$ cat src/rtl/dmem_dma_if.sv
// dmem_dma_if: command handshake and data-memory port bundle for the block-move engine
interface dmem_dma_if #(parameter int AW = 8, parameter int DW = 8);
    logic          Start;
    logic          Op;
    logic [AW-1:0] SrcAddr;
    logic [AW-1:0] DstAddr;
    logic [AW-1:0] Len;
    logic [DW-1:0] FillVal;
    logic          Abort;
    logic          Busy;
    logic          Done;
    logic [AW-1:0] MemRdAddr;
    logic [DW-1:0] MemRdData;
    logic [AW-1:0] MemWrAddr;
    logic          MemWrEn;
    logic [DW-1:0] MemWrData;

    modport master (
        input  Start, Op, SrcAddr, DstAddr, Len, FillVal, Abort, MemRdData,
        output Busy, Done, MemRdAddr, MemWrAddr, MemWrEn, MemWrData
    );

    modport slave (
        output Start, Op, SrcAddr, DstAddr, Len, FillVal, Abort, MemRdData,
        input  Busy, Done, MemRdAddr, MemWrAddr, MemWrEn, MemWrData
    );
endinterface

$ cat src/rtl/dmem_dma.sv
// dmem_dma: copy/fill engine driving a combinational-read, clocked-write byte memory
module dmem_dma #(
    parameter int AW = 8,
    parameter int DW = 8
) (
    input  logic         Clk,
    input  logic         Reset,
    dmem_dma_if.master   bus
);
    typedef enum logic [1:0] {IDLE, RD, WR, DONE} state_t;

    state_t        state_q, state_d;
    logic          op_q, op_d;
    logic          back_q, back_d;
    logic [AW-1:0] src_q, src_d;
    logic [AW-1:0] dst_q, dst_d;
    logic [AW-1:0] len_q, len_d;
    logic [AW-1:0] i_q, i_d;
    logic [DW-1:0] fill_q, fill_d;
    logic [DW-1:0] data_q, data_d;
    logic [AW-1:0] diff;
    logic          last;

    // next-state: accept commands when idle, alternate read/write per byte, abort wins in RD/WR
    always_comb begin
        state_d = state_q;
        op_d    = op_q;
        back_d  = back_q;
        src_d   = src_q;
        dst_d   = dst_q;
        len_d   = len_q;
        i_d     = i_q;
        fill_d  = fill_q;
        data_d  = data_q;
        diff    = bus.DstAddr - bus.SrcAddr;
        last    = back_q ? (i_q == '0) : (i_q == len_q - AW'(1));
        if ((state_q == RD || state_q == WR) && bus.Abort) begin
            state_d = IDLE;
        end else if (state_q == IDLE || state_q == DONE) begin
            state_d = IDLE;
            if (bus.Start) begin
                op_d    = bus.Op;
                src_d   = bus.SrcAddr;
                dst_d   = bus.DstAddr;
                len_d   = bus.Len;
                fill_d  = bus.FillVal;
                back_d  = !bus.Op && diff != '0 && diff < bus.Len;
                i_d     = back_d ? bus.Len - AW'(1) : '0;
                state_d = bus.Len == '0 ? DONE : (bus.Op ? WR : RD);
            end
        end else if (state_q == RD) begin
            data_d  = bus.MemRdData;
            state_d = WR;
        end else if (last) begin
            state_d = DONE;
        end else begin
            i_d     = back_q ? i_q - AW'(1) : i_q + AW'(1);
            state_d = op_q ? WR : RD;
        end
    end

    // state and operand registers; reset abandons any command in flight
    always_ff @(posedge Clk or negedge Reset) begin
        if (!Reset) begin
            state_q <= IDLE;
            op_q    <= 1'b0;
            back_q  <= 1'b0;
            src_q   <= '0;
            dst_q   <= '0;
            len_q   <= '0;
            i_q     <= '0;
            fill_q  <= '0;
            data_q  <= '0;
        end else begin
            state_q <= state_d;
            op_q    <= op_d;
            back_q  <= back_d;
            src_q   <= src_d;
            dst_q   <= dst_d;
            len_q   <= len_d;
            i_q     <= i_d;
            fill_q  <= fill_d;
            data_q  <= data_d;
        end
    end

    assign bus.Busy      = state_q == RD || state_q == WR;
    assign bus.Done      = state_q == DONE;
    assign bus.MemRdAddr = state_q == RD ? src_q + i_q : '0;
    assign bus.MemWrEn   = state_q == WR;
    assign bus.MemWrAddr = state_q == WR ? dst_q + i_q : '0;
    assign bus.MemWrData = state_q == WR ? (op_q ? fill_q : data_q) : '0;
endmodule

$ cat src/flat_wrapper.sv
// flat-port wrapper written by rule: the top's interface ports become plain ports
module dmem_dma_flat 
#(
    parameter int AW = 8,
    parameter int DW = 8
)
  (Clk, Reset, bus_Start, bus_Op, bus_SrcAddr, bus_DstAddr, bus_Len, bus_FillVal, bus_Abort, bus_MemRdData, bus_Busy, bus_Done, bus_MemRdAddr, bus_MemWrAddr, bus_MemWrEn, bus_MemWrData);
  dmem_dma_if #(.AW(AW), .DW(DW)) bus_i ();
  input  logic Clk;
  input  logic Reset;
  input wire logic [$bits(bus_i.Start)-1:0] bus_Start;
  input wire logic [$bits(bus_i.Op)-1:0] bus_Op;
  input wire logic [$bits(bus_i.SrcAddr)-1:0] bus_SrcAddr;
  input wire logic [$bits(bus_i.DstAddr)-1:0] bus_DstAddr;
  input wire logic [$bits(bus_i.Len)-1:0] bus_Len;
  input wire logic [$bits(bus_i.FillVal)-1:0] bus_FillVal;
  input wire logic [$bits(bus_i.Abort)-1:0] bus_Abort;
  input wire logic [$bits(bus_i.MemRdData)-1:0] bus_MemRdData;
  output wire logic [$bits(bus_i.Busy)-1:0] bus_Busy;
  output wire logic [$bits(bus_i.Done)-1:0] bus_Done;
  output wire logic [$bits(bus_i.MemRdAddr)-1:0] bus_MemRdAddr;
  output wire logic [$bits(bus_i.MemWrAddr)-1:0] bus_MemWrAddr;
  output wire logic [$bits(bus_i.MemWrEn)-1:0] bus_MemWrEn;
  output wire logic [$bits(bus_i.MemWrData)-1:0] bus_MemWrData;
  assign bus_i.Start = bus_Start;
  assign bus_i.Op = bus_Op;
  assign bus_i.SrcAddr = bus_SrcAddr;
  assign bus_i.DstAddr = bus_DstAddr;
  assign bus_i.Len = bus_Len;
  assign bus_i.FillVal = bus_FillVal;
  assign bus_i.Abort = bus_Abort;
  assign bus_i.MemRdData = bus_MemRdData;
  assign bus_Busy = bus_i.Busy;
  assign bus_Done = bus_i.Done;
  assign bus_MemRdAddr = bus_i.MemRdAddr;
  assign bus_MemWrAddr = bus_i.MemWrAddr;
  assign bus_MemWrEn = bus_i.MemWrEn;
  assign bus_MemWrData = bus_i.MemWrData;
  dmem_dma #(.AW(AW), .DW(DW)) u_core (.Clk(Clk), .Reset(Reset), .bus(bus_i));
endmodule
$ cat config.mk
export PLATFORM = sky130hd
export DESIGN_NAME = dmem_dma_flat
export DESIGN_NICKNAME = d
export VERILOG_FILES = /design/src/rtl/dmem_dma_if.sv /design/src/rtl/dmem_dma.sv /design/src/flat_wrapper.sv
export SDC_FILE = /design/constraint.sdc
export NUM_CORES = 1
export LEC_CHECK = 0
export BUFFER_PORTS_ARGS = -buffer_cell sky130_fd_sc_hd__buf_2
export CAP_MARGIN = 30
export CELL_PAD_IN_SITES_DETAIL_PLACEMENT = 1
export CELL_PAD_IN_SITES_GLOBAL_PLACEMENT = 1
export CORE_UTILIZATION = 43
export CTS_CLUSTER_DIAMETER = 40
export DETAILED_ROUTE_END_ITERATION = 16
export GPL_TIMING_DRIVEN = 0
export PLACE_DENSITY_LB_ADDON = 0.1
export SETUP_SLACK_MARGIN = 0.5
export SLEW_MARGIN = 10
export SYNTH_ARGS = -nofsm -noshare
export SYNTH_HDL_FRONTEND = slang
export SYNTH_SLANG_ARGS = --single-unit
$ cat constraint.sdc
create_clock -name Clk -period 2.9 [get_ports Clk]
set_clock_uncertainty 0.05 [all_clocks]
set_input_delay 0.435 -clock Clk [delete_from_list [all_inputs] [get_ports Clk]]
set_output_delay 0.435 -clock Clk [all_outputs]
set_load 0.005 [all_outputs]
## After elaboration in Yosys (flattened, before gate mapping)

Cells that the tools add are included.

- Register bits: 52
- Bits of input ports: 45
- Output and inout bits: 27
- Word-level logic and storage cells: 58

- $add $sub $neg: 7
- Order comparisons: 1
- Eq/ne operators: 7
- Multiplexer cells: 19
- Bitwise gates (word level): 2
- Reductions and logical operators: 13

Operators by type and width:

| cell | number |
|---|---|
| $mux 8 | 10 |
| $sub 8x1->8 const B | 3 |
| $add 8x8->8 | 2 |
| $logic_not 8->1 | 2 |
| $mux 2 | 8 |
| $add 8x1->8 const B | 1 |
| $eq 8x8->1 | 1 |
| $lt 8x8->1 | 1 |
| $reduce_bool 8->1 | 1 |
| $sub 8x8->8 | 1 |
| $reduce_and 3->1 | 2 |
| $eq 2x2->1 const B | 2 |
| $ne 2x2->1 const B | 2 |
| $reduce_and 4->1 | 1 |
| $logic_and 1x1->1 | 3 |
| $eq 2x1->1 const B | 1 |
| $logic_not 2->1 | 1 |
| $logic_or 1x1->1 | 2 |
| $ne 2x1->1 const B | 1 |
| $not 1->1 | 2 |
| $logic_not 1->1 | 1 |
| $mux 1 | 1 |

## Longest topological paths before layout

- Depth after elaboration: 7
- Mapped depth: 14
- Gate-level depth less buffers: 14

## Least setup slack after synthesis

Ideal clock, no wire load.

- Path type: input -> register
- Start point: in bus_SrcAddr[3]
- End point: reg u_core.i_q[6]
- Library setup time: 0.079 ns
- Data arrival time: 3.188 ns
- Required time: 2.771 ns
- Slack: -0.417 ns
- Stages: 13
- Buffers on the path: 0
- Cell sequence: inv_1 ha_1 a21oi_1 nor2b_1 or4_1 and2_1 ha_1 o211ai_1 a21oi_1 a2111oi_0 o21ai_1 or4_1 a2bb2oi_1

- Cells in the longest elaborated chain, start to end: 7
- Elaborated cells on any way between the ends: 8
- Classes of those cells: add/sub (1); order compare (1); mux (3); reduce/logical (3)

Ends and longest elaborated chain:

| what | RTL line | text |
|---|---|---|
| start: declaration | flat_wrapper.sv:13 | `input wire logic [$bits(bus_i.SrcAddr)-1:0] bus_SrcAddr;` |
| $sub 8x8->8 (*) | dmem_dma.sv:35 | `diff = bus.DstAddr - bus.SrcAddr;` |
| branches (longest 2 deep; another with $lt 8x8->1) | - |  |
| $logic_and 1x1->1 (*) | dmem_dma.sv:47 | `back_d = !bus.Op && diff != '0 && diff < bus.Len;` |
| $mux 8 (*) | dmem_dma.sv:48 | `i_d = back_d ? bus.Len - AW'(1) : '0;` |
| $mux 8 (*) | dmem_dma.sv:41 | `if (bus.Start) begin` |
| $mux 8 (*) | dmem_dma.sv:39 | `end else if (state_q == IDLE \|\| state_q == DONE) begin` |
| end signal: assignment | dmem_dma.sv:81 | `i_q <= i_d;` |
| end: declaration | dmem_dma.sv:18 | `logic [AW-1:0] i_q, i_d;` |

Every way passes the cells marked *. The select of a mux whose other input is x is not followed.
A chain may end at the register's enable or synchronous reset.

## Final worst setup path

- Start point: in bus_DstAddr[0]
- End point: reg u_core.i_q[6]

- Cells in the longest elaborated chain, start to end: 7
- Elaborated cells on any way between the ends: 8
- Classes of those cells: add/sub (1); order compare (1); mux (3); reduce/logical (3)

Ends and longest elaborated chain:

| what | RTL line | text |
|---|---|---|
| start: declaration | flat_wrapper.sv:14 | `input wire logic [$bits(bus_i.DstAddr)-1:0] bus_DstAddr;` |
| $sub 8x8->8 (*) | dmem_dma.sv:35 |  |
| branches (longest 2 deep; another with $lt 8x8->1) | - |  |
| $logic_and 1x1->1 (*) | dmem_dma.sv:47 |  |
| $mux 8 (*) | dmem_dma.sv:48 |  |
| $mux 8 (*) | dmem_dma.sv:41 |  |
| $mux 8 (*) | dmem_dma.sv:39 |  |

Marked as above.

==> reports/metrics.csv <==
stage,metric,value,unit
run_status,run status,"complete, but fails checks",
run_status,violations in the final reports,negative setup slack,
power,switching share of power,43.72,%
synthesis,Yosys reg bits,52,
clocking,CTS tree,yes,
synthesis,synth unique cells,58,
global_routing,Overflow after GRT,0,
timing,final setup fails,10,
power,Pleak,2.523,nW
placement,Placement Setup Slack,-0.7622,ns
global_routing,wire length of the first global-routing pass,20590,um
synthesis,"area leader, netlist",dfrtp_1,
clocking,Root Buffer,clkbuf_8,
power,Clk pwr share,9.3,%
floorplan,io pins,72,
layout,Layout area overhead,32.21,%
routing,drt pass-1 iters,6,
global_routing,vias in the first global route,3893,
timing,Max-slew headroom,52.22,%
timing,Max Clk Rate,0.3271,GHz
layout,final core utilization,58.41,%
clocking,# clock sinks,52,
clocking,clk buf depth,2,
synthesis,Synthesized Nets,517,
floorplan,Initial Utilization,44.18,%
layout,Layout Cells excl Fill,653,
synthesis,Post-synth EDFFs,0,
synthesis,"Cell Area, Synth",4044,sq um
power,sequential share of power,24.4,%
clocking,H-tree depth,2,
flow_run,Max Cap Viol,0,
timing,Hold WS,0.06970,ns
floorplan,die width,98.98,um
synthesis,average cell area after synthesis,9.448,sq um
floorplan,core box area,9153,sq um
clocking,"CTS clk-pin slew, worst paths",0.11,ns
worst_hold_path,Hold Path Class,input port to async pin,
timing,RSZ-0062 raised after global routing,yes,
routing,vias,3705,
timing,Final WS setup,-0.1569,ns
synthesis,post-synthesis compound-gate area fraction,13.89,%
global_routing,gr usage total,27.40,%
synthesis,top cell type's share of synthesized area,32.18,%
timing,Tcrit/Tclk final,105.4,%
synthesis,largest family of logic cells by synthesized area,simple AND/OR/NAND/NOR gates,
synthesis,Simple-Gate Fraction of Synth Area,16.46,%
layout,share of cells above drive strength 1,40.04,%
global_routing,initial antenna violation count,0,
timing,min Tclk post-route,3.057,ns
timing,"Slew Viols, Final",0,
clocking,quantity of hold-fixing buffers added after cts,0,
layout,diodes inserted,0,
routing,DRT iter0 DRCs,85,
power,Switch Pwr,0.002626,W
routing,# DRC,0,
critical_path,Worst Path Required,3.10,ns
placement,Cells after DPL,611,
floorplan,full die area,9796,sq um
floorplan,Core Rows,35,
power,pwr/cell area,1123,nW/um^2
critical_path,Crit Path Max Fanout,3,
synthesis,Synth Flop Type,dfrtp_1,
synthesis,share of synthesized area spent on multiplexers,10.80,%
clocking,total CTS buffers,5,
synthesis,post-synthesis xor/xnor area fraction,7.797,%
synthesis,Syn Inst Count,428,
critical_path,CP Class,input port to flop,
synthesis,Synth Area in Adders,14.36,%
floorplan,die height,98.98,um
timing,Final Hold Vio Count,0,
power,combinational share of power,66.3,%
critical_path,Setup crit start kind,input port,
clocking,worst skew pair latency,0.31,ns
synthesis,Synth area leaders,"dfrtp_1 (32%), ha_1 (12%), mux2_2 (7.0%)",
critical_path,CP Capture Type,flop,
placement,Post-DP HPWL,8914,um
routing,Vias/cell,5.674,
timing,final sum of negative setup slack,-1.126,ns
timing,Worst-Margin Slew,0.7166,ns
placement,global placer's final weighted congestion,0.8069,
routing,Final ANT Viol Nets,0,
power,Pint,0.003381,W
routing,routed len/inst,20.02,um
routing,total length of routed wires,13070,um
synthesis,Yosys warning count,0,
layout,final net count,630,
power,VDD IR max,0.4992,mV
synthesis,"Async S/R FF share, synth",100.0,%
global_routing,pin count of the biggest net entering global routing,29,
synthesis,post-synthesis sequential area ratio,32.18,%
placement,IO Port Bufs,71,
critical_path,CP Data Arrival Time,3.26,ns
[metal layers]
metal  routed length (um)  track usage (%)
met1                 5357            34.63
met2                 6972            49.44
met3                  408            2.837
met4                  332            7.692
met5                    0                0
[Yosys cell counts, types with 8 or more instances]
library cell / instances
a21oi_1: 20
nor2_1: 23
inv_1: 32
clkbuf_1: 10
dfrtp_1: 52
mux2i_1: 8
and2_1: 11
mux2_2: 25
xnor2_1: 24
nand2_1: 30
nand3_1: 8
nor2b_1: 12
o21ai_0: 29
xor2_1: 12
ha_1: 40
[layout by cell type (no fill, tap or decap), drive strengths merged, types with 3 or more instances in the layout]
cell	synthesis	layout
a21o	3	3
a21oi	21	21
and2	12	12
buf	2	109
clkbuf	11	16
dfrtp	52	52
fa	4	4
ha	40	40
inv	32	32
mux2	30	30
mux2i	8	8
nand2	30	30
nand2b	4	4
nand3	8	8
nand4	3	3
nor2	24	24
nor2b	12	12
nor3	7	7
nor4	5	5
o211ai	3	3
o21ai	30	30
o21bai	6	6
o31a	3	3
o41ai	6	6
or2	4	4
or3	4	4
or4	3	3
xnor2	24	24
xor2	12	12
[worst max-delay path, cell delays in order]
cell and delay (ns):
buf_6 0.10, inv_4 0.05, ha_4 0.13, inv_2 0.03
fa_2 0.34, a211oi_2 0.26, nor2_1 0.12, xor2_1 0.27
ha_1 0.28, o211ai_1 0.08, a21oi_1 0.07, a2111oi_2 0.35
o21ai_2 0.15, or4_4 0.44, a2bb2oi_2 0.13
[cells by family after synthesis]
| logic type | after synthesis |
|---|---|
| AO/OA/AOI/OAI | 87 |
| multiplexers | 38 |
| AND/OR/NAND/NOR | 125 |
| buffers and inverters | 46 |
| XOR/XNOR | 36 |
| flip-flops | 52 |
| adder cells (fa/ha/maj) | 44 |
[what timing repair did]
item,in CTS,in global routing
setup buffers,24,10
pin swaps,24,22
endpoints found under the setup margin,29,30
resized for setup,61,21
[worst paths after layout]
check	slack (ns)	cells after the start	end	start
min	0.07	1	u_core.fill_q[3]	Reset
max reg2reg	0.23	12	u_core.i_q[6]	u_core.i_q[0]
max in group asynchronous	2.13	2	u_core.i_q[0]	Reset
min in group Clk	0.29	2	u_core.data_q[7]	bus_MemRdData[7]
max	-0.16	15	u_core.i_q[6]	bus_DstAddr[0]
min reg2reg	0.46	2	u_core.src_q[2]	u_core.src_q[2]
[stage by stage]
step	instance area (sq um)	power, W
finish	5346	0.006007
CTS	5187	0.005664
floorplan	4098	0.003647
detailed placement	4612	0.004548
global placement	4592	0.004408
global route	5346	0.006463
[registers in the layout (all words and copies together), names as in the netlist]
name,flops
u_core.data_q,8
u_core.dst_q,8
u_core.fill_q,8
u_core.i_q,8
u_core.len_q,8
u_core.src_q,8
u_core.state_q,2
u_core.back_q,1
u_core.op_q,1
[final cells by class]
type	instances	area (sq um)
repair buffers	106	705.7
plain buffers	13	66.31
fillers	1042	3806
inverters	33	132.6
clock buffers	6	82.58
multi-input cells	330	2877
well taps	111	138.9
flip-flops and latches	52	1305
clock inverters	2	38.79
[power groups by stage]
stage | logic [W] | registers (W) | clock network [W]
5_1_grt | 0.00436 | 0.00152 | 0.000591
3_5_place_dp | 0.00305 | 0.00150 | 0
4_1_cts | 0.00364 | 0.00146 | 0.000563
6_report | 0.00398 | 0.00147 | 0.000556
2_1_floorplan | 0.00232 | 0.00133 | 0
3_3_place_gp | 0.00294 | 0.00146 | 0
No activity file was read; power rests on OpenSTA's default activity.
